==> src/rtl/keypad_pkg.sv <==
// Shared types for the keypad scanner: debounce FSM states and frame result codes.
package keypad_pkg;

    typedef enum logic [1:0] {
        IDLE      = 2'd0,
        PRESS_CHK = 2'd1,
        HELD      = 2'd2,
        REL_CHK   = 2'd3
    } kp_state_e;

    typedef enum logic [1:0] {
        NONE   = 2'd0,
        SINGLE = 2'd1,
        MULTI  = 2'd2
    } frame_res_e;

endpackage

==> src/rtl/sync_2ff.sv <==
// Two-flop synchronizer for asynchronous level inputs.
module sync_2ff #(
    parameter int WIDTH = 1
) (
    input  logic             i_clk,
    input  logic             i_rst,
    input  logic [WIDTH-1:0] i_d,
    output logic [WIDTH-1:0] o_q
);

    logic [WIDTH-1:0] r_meta;
    logic [WIDTH-1:0] r_sync;

    always_ff @(posedge i_clk or posedge i_rst) begin
        if (i_rst) begin
            r_meta <= '0;
            r_sync <= '0;
        end else begin
            r_meta <= i_d;
            r_sync <= r_meta;
        end
    end

    assign o_q = r_sync;

endmodule

==> src/rtl/keypad_scanner_db.sv <==
// Matrix keypad scanner: one-hot row strobes, per-frame key census and
// frame-level press/release debounce with a stable accepted key code.
module keypad_scanner_db
    import keypad_pkg::*;
#(
    parameter int ROWS            = 4,
    parameter int COLS            = 4,
    parameter int SCAN_DIV        = 1000,
    parameter int DEBOUNCE_FRAMES = 3
) (
    input  logic                          clk,
    input  logic                          rst,
    input  logic [COLS-1:0]               col,
    output logic [ROWS-1:0]               row,
    output logic [ROWS+COLS-1:0]          key_code,
    output logic [$clog2(ROWS*COLS)-1:0]  key_index,
    output logic                          key_valid,
    output logic                          key_release,
    output logic                          key_held,
    output logic                          multi_key
);

    localparam int RW = $clog2(ROWS);
    localparam int CW = $clog2(COLS);
    localparam int IW = $clog2(ROWS*COLS);
    localparam int DW = $clog2(SCAN_DIV);
    localparam int NW = $clog2(DEBOUNCE_FRAMES+1);
    localparam logic [NW-1:0] DB_N = NW'(DEBOUNCE_FRAMES);

    logic [COLS-1:0] w_col;

    sync_2ff #(.WIDTH(COLS)) u_col_sync (
        .i_clk (clk),
        .i_rst (rst),
        .i_d   (col),
        .o_q   (w_col)
    );

    // ---------------- scan timing ----------------
    logic [DW-1:0]   r_div;
    logic [RW-1:0]   r_row_idx;
    logic [ROWS-1:0] r_row;
    logic            w_sample;
    logic            w_frame_end;

    assign w_sample    = (r_div == DW'(SCAN_DIV-1));
    assign w_frame_end = w_sample && (r_row_idx == RW'(ROWS-1));

    always_ff @(posedge clk or posedge rst) begin
        if (rst) begin
            r_div     <= '0;
            r_row_idx <= '0;
            r_row     <= ROWS'(1);
        end else if (w_sample) begin
            r_div     <= '0;
            r_row_idx <= (r_row_idx == RW'(ROWS-1)) ? '0 : r_row_idx + RW'(1);
            r_row     <= {r_row[ROWS-2:0], r_row[ROWS-1]};
        end else begin
            r_div <= r_div + DW'(1);
        end
    end

    assign row = r_row;

    // ---------------- frame accumulation ----------------
    logic [1:0]    r_acc_cnt;
    logic [RW-1:0] r_acc_row;
    logic [CW-1:0] r_acc_col;
    logic [1:0]    w_row_cnt;
    logic [CW-1:0] w_row_first;
    logic [2:0]    w_sum;
    logic [1:0]    w_tot;
    logic [RW-1:0] w_f_row;
    logic [CW-1:0] w_f_col;
    frame_res_e    w_res;

    always_comb begin
        w_row_cnt   = '0;
        w_row_first = '0;
        // descending scan so the lowest pressed column wins
        for (int c = COLS-1; c >= 0; c--)
            if (w_col[c]) w_row_first = CW'(c);
        for (int c = 0; c < COLS; c++)
            if (w_col[c] && (w_row_cnt != 2'd2)) w_row_cnt = w_row_cnt + 2'd1;
        w_sum = {1'b0, r_acc_cnt} + {1'b0, w_row_cnt};
        w_tot = (w_sum >= 3'd2) ? 2'd2 : w_sum[1:0];
        if (r_acc_cnt == 2'd0) begin
            w_f_row = r_row_idx;
            w_f_col = w_row_first;
        end else begin
            w_f_row = r_acc_row;
            w_f_col = r_acc_col;
        end
        case (w_tot)
            2'd0:    w_res = NONE;
            2'd1:    w_res = SINGLE;
            default: w_res = MULTI;
        endcase
    end

    always_ff @(posedge clk or posedge rst) begin
        if (rst) begin
            r_acc_cnt <= '0;
            r_acc_row <= '0;
            r_acc_col <= '0;
        end else if (w_frame_end) begin
            r_acc_cnt <= '0;
            r_acc_row <= '0;
            r_acc_col <= '0;
        end else if (w_sample) begin
            r_acc_cnt <= w_tot;
            r_acc_row <= w_f_row;
            r_acc_col <= w_f_col;
        end
    end

    // ---------------- debounce FSM ----------------
    kp_state_e     r_state, w_state_nx;
    logic [NW-1:0] r_cnt, w_cnt_nx, w_cnt_inc;
    logic [RW-1:0] r_cand_row, w_cand_row_nx;
    logic [CW-1:0] r_cand_col, w_cand_col_nx;
    logic          w_same;
    logic          w_accept;
    logic          w_release;

    always_ff @(posedge clk or posedge rst) begin
        if (rst) begin
            r_state    <= IDLE;
            r_cnt      <= '0;
            r_cand_row <= '0;
            r_cand_col <= '0;
        end else begin
            r_state    <= w_state_nx;
            r_cnt      <= w_cnt_nx;
            r_cand_row <= w_cand_row_nx;
            r_cand_col <= w_cand_col_nx;
        end
    end

    assign w_cnt_inc = r_cnt + NW'(1);
    assign w_same    = (w_res == SINGLE) && (w_f_row == r_cand_row) && (w_f_col == r_cand_col);

    always_comb begin
        w_state_nx    = r_state;
        w_cnt_nx      = r_cnt;
        w_cand_row_nx = r_cand_row;
        w_cand_col_nx = r_cand_col;
        if (w_frame_end) begin
            case (r_state)
                IDLE: if (w_res == SINGLE) begin
                    w_cand_row_nx = w_f_row;
                    w_cand_col_nx = w_f_col;
                    w_cnt_nx      = NW'(1);
                    w_state_nx    = (DB_N == NW'(1)) ? HELD : PRESS_CHK;
                end
                PRESS_CHK: if (w_same) begin
                    w_cnt_nx = w_cnt_inc;
                    if (w_cnt_inc == DB_N) w_state_nx = HELD;
                end else if (w_res == SINGLE) begin
                    w_cand_row_nx = w_f_row;
                    w_cand_col_nx = w_f_col;
                    w_cnt_nx      = NW'(1);
                end else begin
                    w_cnt_nx   = '0;
                    w_state_nx = IDLE;
                end
                HELD: if (w_res == NONE) begin
                    w_cnt_nx   = NW'(1);
                    w_state_nx = (DB_N == NW'(1)) ? IDLE : REL_CHK;
                end
                REL_CHK: if (w_res == NONE) begin
                    w_cnt_nx = w_cnt_inc;
                    if (w_cnt_inc == DB_N) w_state_nx = IDLE;
                end else begin
                    w_state_nx = HELD;
                end
                default: w_state_nx = IDLE;
            endcase
        end
    end

    always_comb begin
        w_accept  = w_frame_end && (r_state == IDLE || r_state == PRESS_CHK) && (w_state_nx == HELD);
        w_release = w_frame_end && (r_state == HELD || r_state == REL_CHK) && (w_state_nx == IDLE);
    end

    // ---------------- registered outputs ----------------
    logic [ROWS+COLS-1:0] r_key_code, w_code_nx;
    logic [IW-1:0]        r_key_index;
    logic                 r_key_valid, r_key_release, r_key_held, r_multi;

    always_comb begin
        w_code_nx = '0;
        w_code_nx[ROWS+COLS-1-int'(w_f_row)] = 1'b1;
        w_code_nx[COLS-1-int'(w_f_col)]      = 1'b1;
    end

    always_ff @(posedge clk or posedge rst) begin
        if (rst) begin
            r_key_code    <= '0;
            r_key_index   <= '0;
            r_key_valid   <= 1'b0;
            r_key_release <= 1'b0;
            r_key_held    <= 1'b0;
            r_multi       <= 1'b0;
        end else begin
            r_key_valid   <= w_accept;
            r_key_release <= w_release;
            if (w_accept) begin
                r_key_code  <= w_code_nx;
                r_key_index <= IW'(int'(w_f_row) * COLS + int'(w_f_col));
                r_key_held  <= 1'b1;
            end else if (w_release) begin
                r_key_held  <= 1'b0;
            end
            if (w_frame_end) r_multi <= (w_res == MULTI);
        end
    end

    assign key_code    = r_key_code;
    assign key_index   = r_key_index;
    assign key_valid   = r_key_valid;
    assign key_release = r_key_release;
    assign key_held    = r_key_held;
    assign multi_key   = r_multi;

endmodule
==> config.mk <==
export PLATFORM = sky130hd
export DESIGN_NAME = keypad_scanner_db
export DESIGN_NICKNAME = d
export VERILOG_FILES = /design/src/rtl/keypad_pkg.sv /design/src/rtl/sync_2ff.sv /design/src/rtl/keypad_scanner_db.sv
export SDC_FILE = /design/constraint.sdc
export NUM_CORES = 1
export LEC_CHECK = 0
export CAP_MARGIN = 20
export CORE_MARGIN = 2
export CORE_UTILIZATION = 45
export DETAILED_ROUTE_END_ITERATION = 8
export GPL_ROUTABILITY_DRIVEN = 0
export GPL_TIMING_DRIVEN = 0
export PLACE_DENSITY = 0.68
export SYNTH_ARGS = -nofsm -noshare
export SYNTH_HDL_FRONTEND = slang
export SYNTH_HIERARCHICAL = 1
export SYNTH_SLANG_ARGS = --single-unit
==> constraint.sdc <==
create_clock -name clk -period 3.8 [get_ports clk]
set_input_delay 0.57 -clock clk [delete_from_list [all_inputs] [get_ports clk]]
set_output_delay 0.57 -clock clk [all_outputs]
set_load 0.01 [all_outputs]
Word level (Yosys, flattened, before mapping)
Cells that the tools add are included.
Storage, ports and cells
  input bits: 6
  logic and storage cells: 124
  output and inout bits: 20
  flip-flop bits (word level): 54
Cells by class
  eq/ne operators: 19
  reduce and logical (&&, ||, !) cells: 24
  muxes and demuxes: 47
  add/sub/neg operators: 10
  bitwise gates (word level): 1
  $lt $le $gt $ge: 5
Operators with widths (count)
  two-way mux 2 bit: 33
  case mux 2 bit (4 select lines): 2
  != test 2 bit (second input constant): 7
  == test 2 bit (second input constant): 6
  logical AND 1 bit: 12
  case mux 2 bit (2 select lines): 3
  adder 10 x 1 -> 10 bit (second input constant): 1
  adder 2 x 1 -> 2 bit (second input constant): 5
  == test 10 bit (second input constant): 1
  zero test 2 bit: 5
  two-way mux 10 bit: 1
  bitwise OR 8 bit: 1
  demux 1 bit (select 3 bit): 2
  == test 2 x 1 -> 1 bit (second input constant): 3
  two-way mux 1 bit: 6
  nonzero test 2 bit: 3
  < comparator 3 x 5 -> 1 bit (second input constant): 1
  < comparator 4 x 5 -> 1 bit (second input constant): 1
  adder 4 x 2 -> 4 bit: 1
  == test 2 bit: 2
  >= comparator 4 x 1 -> 1 bit (second input constant): 1
  AND reduction 4 bit: 1
  subtractor 3 x 2 -> 4 bit (first input constant): 1
  adder 2 x 2 -> 3 bit: 1
  other kinds (5): 6

Longest topological paths before layout
  depth in word-level cells: 25
  depth in mapped cells: 15
  gate-level depth less buffers: 15

Modules after synthesis
Netlist, hierarchy kept.
Modules (own cells, without submodules)
  keypad_scanner_db: times used 1, sequential area each 1152.4 um^2, area an instance 2507.4 um^2, cells an instance 250
  sync_2ff: times used 1, sequential area each 200.2 um^2, area an instance 203.9 um^2, cells an instance 9

Worst setup path after synthesis
OpenSTA, ideal clock, no wires.
  kind: register to register
  from: register u_col_sync.r_sync[0] (netlist: u_col_sync/o_q[0])
  to: register r_key_code[0] (netlist: key_code[0])
  clock period less this slack: 3.614 ns
  cell stages (with the launch flop): 15
  data required time: 3.675 ns
  setup time: 0.125 ns
  arrival time: 3.489 ns
  buffers on the path: 1
  setup slack: 0.186 ns
  path through: dfrtp_1 -> inv_1 -> ha_1 -> xor2_1 -> ha_1 -> nor2b_1 -> xnor2_1 -> ha_1 -> inv_1 -> fa_1 -> nand3_1 -> or3_1 -> nor4_4 -> buf_6 -> mux2_4
Between the ends
  cells in the longest elaborated chain, start to end: 23
  elaborated cells between the ends (all ways): 42
  classes of those cells: 5 x add/sub; 3 x order compare; 7 x eq/ne; 17 x mux; 1 x bitwise; 9 x reduce/logical
RTL lines
  start: declaration: RTL line sync_2ff.sv:12  | logic [WIDTH-1:0] r_sync;
  start signal: assignment: RTL line sync_2ff.sv:20  | r_sync <= r_meta;
  parallel branches: the longest is 23 deep, another holds adder 2 x 2 -> 3 bit
  end signal: assignment: RTL line keypad_scanner_db.sv:210  | r_key_code <= w_code_nx;
  end: declaration: RTL line keypad_scanner_db.sv:188  | logic [ROWS+COLS-1:0] r_key_code, w_code_nx;
Parallel ways; which one is timed is not known.
A chain may end at the register's enable or synchronous reset.

Worst setup path in the final report
  from: register u_col_sync.r_sync[0] (netlist: u_col_sync/o_q[0])
  to: register r_key_code[7] (netlist: key_code[7])
Same word-level chain as after synthesis.

==> summary.txt <==
Global routing
  • First-pass GRT wire length: ~8700 microns
  • Initial antenna violation count: 0
  • Vias in the first global route: between 1500 and 2000
  • Largest net degree at the start of global routing: 33
  • Gr usage total: 17.3%
  • Grt total ovfl: 0

Pwr
  • Power Density: between 300 and 400 mW/mm^2
  • Leak: ~1.5 nW
  • Peak VDD IR: between 0.0002 and 0.0003 V

Critical path
  • Worst EP required: 4.00 ns
  • CP peak stage delay: 0.56 ns
  • Setup crit start: u_col_sync/o_q[0]
  • Crit-path leading delay family: adder cells
  • RR Endpoint: key_code[7]
  • Crit path launch type: register
  • Crit path cell chain: ha_1 -> nand2b_1 -> xor2_1 -> ha_1 -> nor2b_2 -> xnor2_1 -> ha_1 -> inv_1 -> fa_2 -> nand3_2 -> or3_4 -> nor4_4 -> buf_4 -> mux2_2
  • CP Class: register to register
  • Critical Path End Type: register
  • Critical Path Fanout Max: 4
  • RR Startpoint: u_col_sync/o_q[0]
  • WP data arrival: 3.83 ns
  • R2r worst-path depth: 14
  • Critical-path top delay cell: fa_2
  • CP dominant cell by count: ha_1
  • Worst path bufs/invs: 2
  • R2R Setup Slk: around 0.16 ns

Final layout
  • Area growth, synth to finish: 21.3%
  • Antenna Cells: 0
  • Fillers: roughly 540
  • Most common cell after layout, fill and taps aside: dfrtp_1
  • Layout cells sized above 1: ~16%
  • Design Area, Final: 0.00329 sq mm
  • Final net count: 314
  • Commonest non-fill, non-tap cells in the layout: 51 x dfrtp_1, 39 x nand2_1, 25 x clkdlybuf4s50_1
  • Register area: approximately 0.0014 sq mm
  • Area taken by multi-input logic gates: between 0.001 and 0.0015 sq mm

Synth
  • Post-synthesis compound-gate area fraction: between 10% and 20%
  • Post-synth EDFFs: 0
  • Cells after Synth: 259
  • Synthesized cell area: about 0.0027 sq mm
  • Avg Cell Area, Syn: around 10 sq um
  • Simple-gate share of the synthesized area: 19.0%
  • Post-Synth Adder-Cell Area: 4.43%
  • Yosys cell types: 52
  • Primary FF master, synth: dfrtp_1
  • Number of synthesized register bits: 54
  • Post-synthesis xor/xnor area fraction: ~3.6%
  • Synth warnings: 6
  • Syn nets: roughly 270
  • Post-synthesis mux area share: roughly 7.6%
  • Combinational family with the most area after synthesis: simple AND/OR/NAND/NOR gates
  • Sequential area share after synthesis: between 40% and 50%
  • Fraction of registers with async set/reset: 100%

STA
  • Slew Viols, Final: 0
  • Max frequency: between 200 and 300 MHz
  • Slew Limit Headroom: around three fifths
  • Slew of the pin with the lowest slew margin: roughly 0.57 ns
  • Tmin final: ~3.6 ns
  • RSZ-0062 raised after global routing: no
  • Clock skew: approximately 0.011 ns
  • Fin. Hold Viols: 0
  • Final setup TNS: 0 ns
  • # setup viols final: 0
  • Final Cycle Share: between 90% and 100%

Detailed routing
  • DRC Markers: 0
  • WL per Instance: around 14 microns
  • Final WL: roughly 5200 microns
  • Iteration-0 DRC Markers: between 100 and 150
  • Post-DR vias/cell: roughly 5.2
  • Vias: just under 2000
  • Detailed Routing Iterations Pass 1: 4
  • Antenna-violating nets left: 0

Die
  • # IOs: 26
  • Die area: 0.00666 sq mm
  • Die Ht: just over 80 microns
  • Chip Width: around 80 microns
  • Initial Utilization: 46.1%
  • Core box area: between 0.005 and 0.006 sq mm
  • Row cnt: 28

CTS
  • TritonCTS clock tree: done
  • CTS H-tree lvls: 2
  • Clk sink count: 54
  • Clk root buf: clkbuf_8
  • Total CTS buffers: 5
  • Clk_lat worst skew: 0.31 ns
  • CTS Buffer Depth: 2
  • Clk slew on worst S/H paths: around 0.1 ns

Worst hold path
  • Hold Startpoint: u_col_sync/r_meta[2]
  • Hold path cells: 0
  • Hold endpoint: u_col_sync/o_q[2]
  • Worst min path class: register to register

Placed design
  • Post-DP HPWL: 3670 microns
  • Port bufs: 25
  • Area after DPL: roughly 0.003 sq mm

Run status
  • Status: completed

Run
  • Max Cap Viol: 0
-- sequential cells by signal, indices dropped and copies added, names as in the netlist, 2 cells and up --
register / cells
key_code: 8
r_row_idx: 2
r_cand_row: 2
r_acc_col: 2
r_acc_cnt: 2
r_acc_row: 2
key_index: 4
u_col_sync/r_meta: 4
row: 4
u_col_sync/o_q: 4
r_cand_col: 2
r_cnt: 2
r_state: 2
r_div: 10
-- power breakdown --
part / leakage, nW / internal (mW) / switching, mW
Sequential: 0.716 / 0.579 / 0.00240
Combinational: 0.711 / 0.0366 / 0.0544
Clock: 0.0683 / 0.264 / 0.191
-- metal layers --
metal  vias to the layer above  GRT usage, %  wire [microns]
met5                         -             0               0
met4                         0          5.00              57
met3                         8          3.74             172
met2                        36          28.0            2530
met1                       937          23.6            2460
li1                        976             -               -
-- cells in the mapped netlist (3+ instances only) --
cell type	instances	area (sq um)
a21oi_1	7	35.0
and2_1	5	31.3
and3_1	7	43.8
clkbuf_1	6	22.5
dfrtp_1	53	1330
ha_1	8	100
inv_1	12	45.0
mux2_2	4	45.0
mux2_4	8	120
mux2i_1	3	30.0
nand2_1	39	146
nand3_1	10	50.1
nor2_1	15	56.3
nor2b_1	5	31.3
nor3_1	4	20.0
o21ai_0	15	75.1
o31ai_1	9	67.6
xnor2_1	3	26.3
xor2_1	5	43.8
-- worst max-delay path by stage --
stage / endpoint / slack (ns) / depth (start not counted)
3_5_place_dp: key_index[2] / -0.22 / 14
6_report: key_code[7] / 0.16 / 14
3_3_place_gp: key_code[2] / -0.21 / 14
4_1_cts: key_code[7] / 0.01 / 14
5_1_grt: key_code[7] / 0.02 / 15
2_1_floorplan: key_code[0] / 0.19 / 14
-- per-stage QoR --
step	utilization, %	power [mW]	instances	hold WS (ns)	setup slack [ns]
2_1_floorplan	-	0.649	259	0.331	0.186
3_3_place_gp	51.9	0.670	359	0.333	-0.215
3_5_place_dp	52.3	0.674	360	0.335	-0.219
4_1_cts	55.7	1.14	375	0.357	0.0131
5_1_grt	55.9	1.18	375	0.371	0.0160
6_report	55.9	1.13	375	0.356	0.163
-- worst register-to-register path, delay by kind of cell, from the launching register on --
kind                     cells  cell delay [ns]
XOR/XNOR                     2             0.34
adder cells (fa/ha/maj)      4             1.15
buffers and inverters        2             0.24
flip-flops                   1             0.44
multiplexers                 1             0.33
AND/OR/NAND/NOR              5             1.04
-- cell type report --
| cell class | instances | share of cell area, % |
|---|---|---|
| inverter | 12 | 1.37 |
| buffer | 10 | 1.67 |
| clock buffer | 5 | 2.09 |
| tap | 75 | 2.85 |
| clock inverter | 3 | 2.09 |
| sequential | 54 | 41.2 |
| multi-input combinational | 183 | 38.9 |
| timing repair buffer | 33 | 9.81 |
-- repair_timing --
action                     in CTS  in global routing
gates resized for setup         5                  3
cloned                          1                  0
buffers inserted                6                  0
hold buffers                    0                  0
pin swaps                       2                  1
setup endpoints to repair      13                 13
-- logic make-up after synthesis --
| family | after synthesis |
|---|---|
| flip-flops | 54 |
| XOR/XNOR | 9 |
| buffers and inverters | 22 |
| multiplexers | 16 |
| AO/OA/AOI/OAI | 47 |
| adder cells (fa/ha/maj) | 9 |
| AND/OR/NAND/NOR | 102 |
Note: power is estimated with default switching activity, not from simulation.
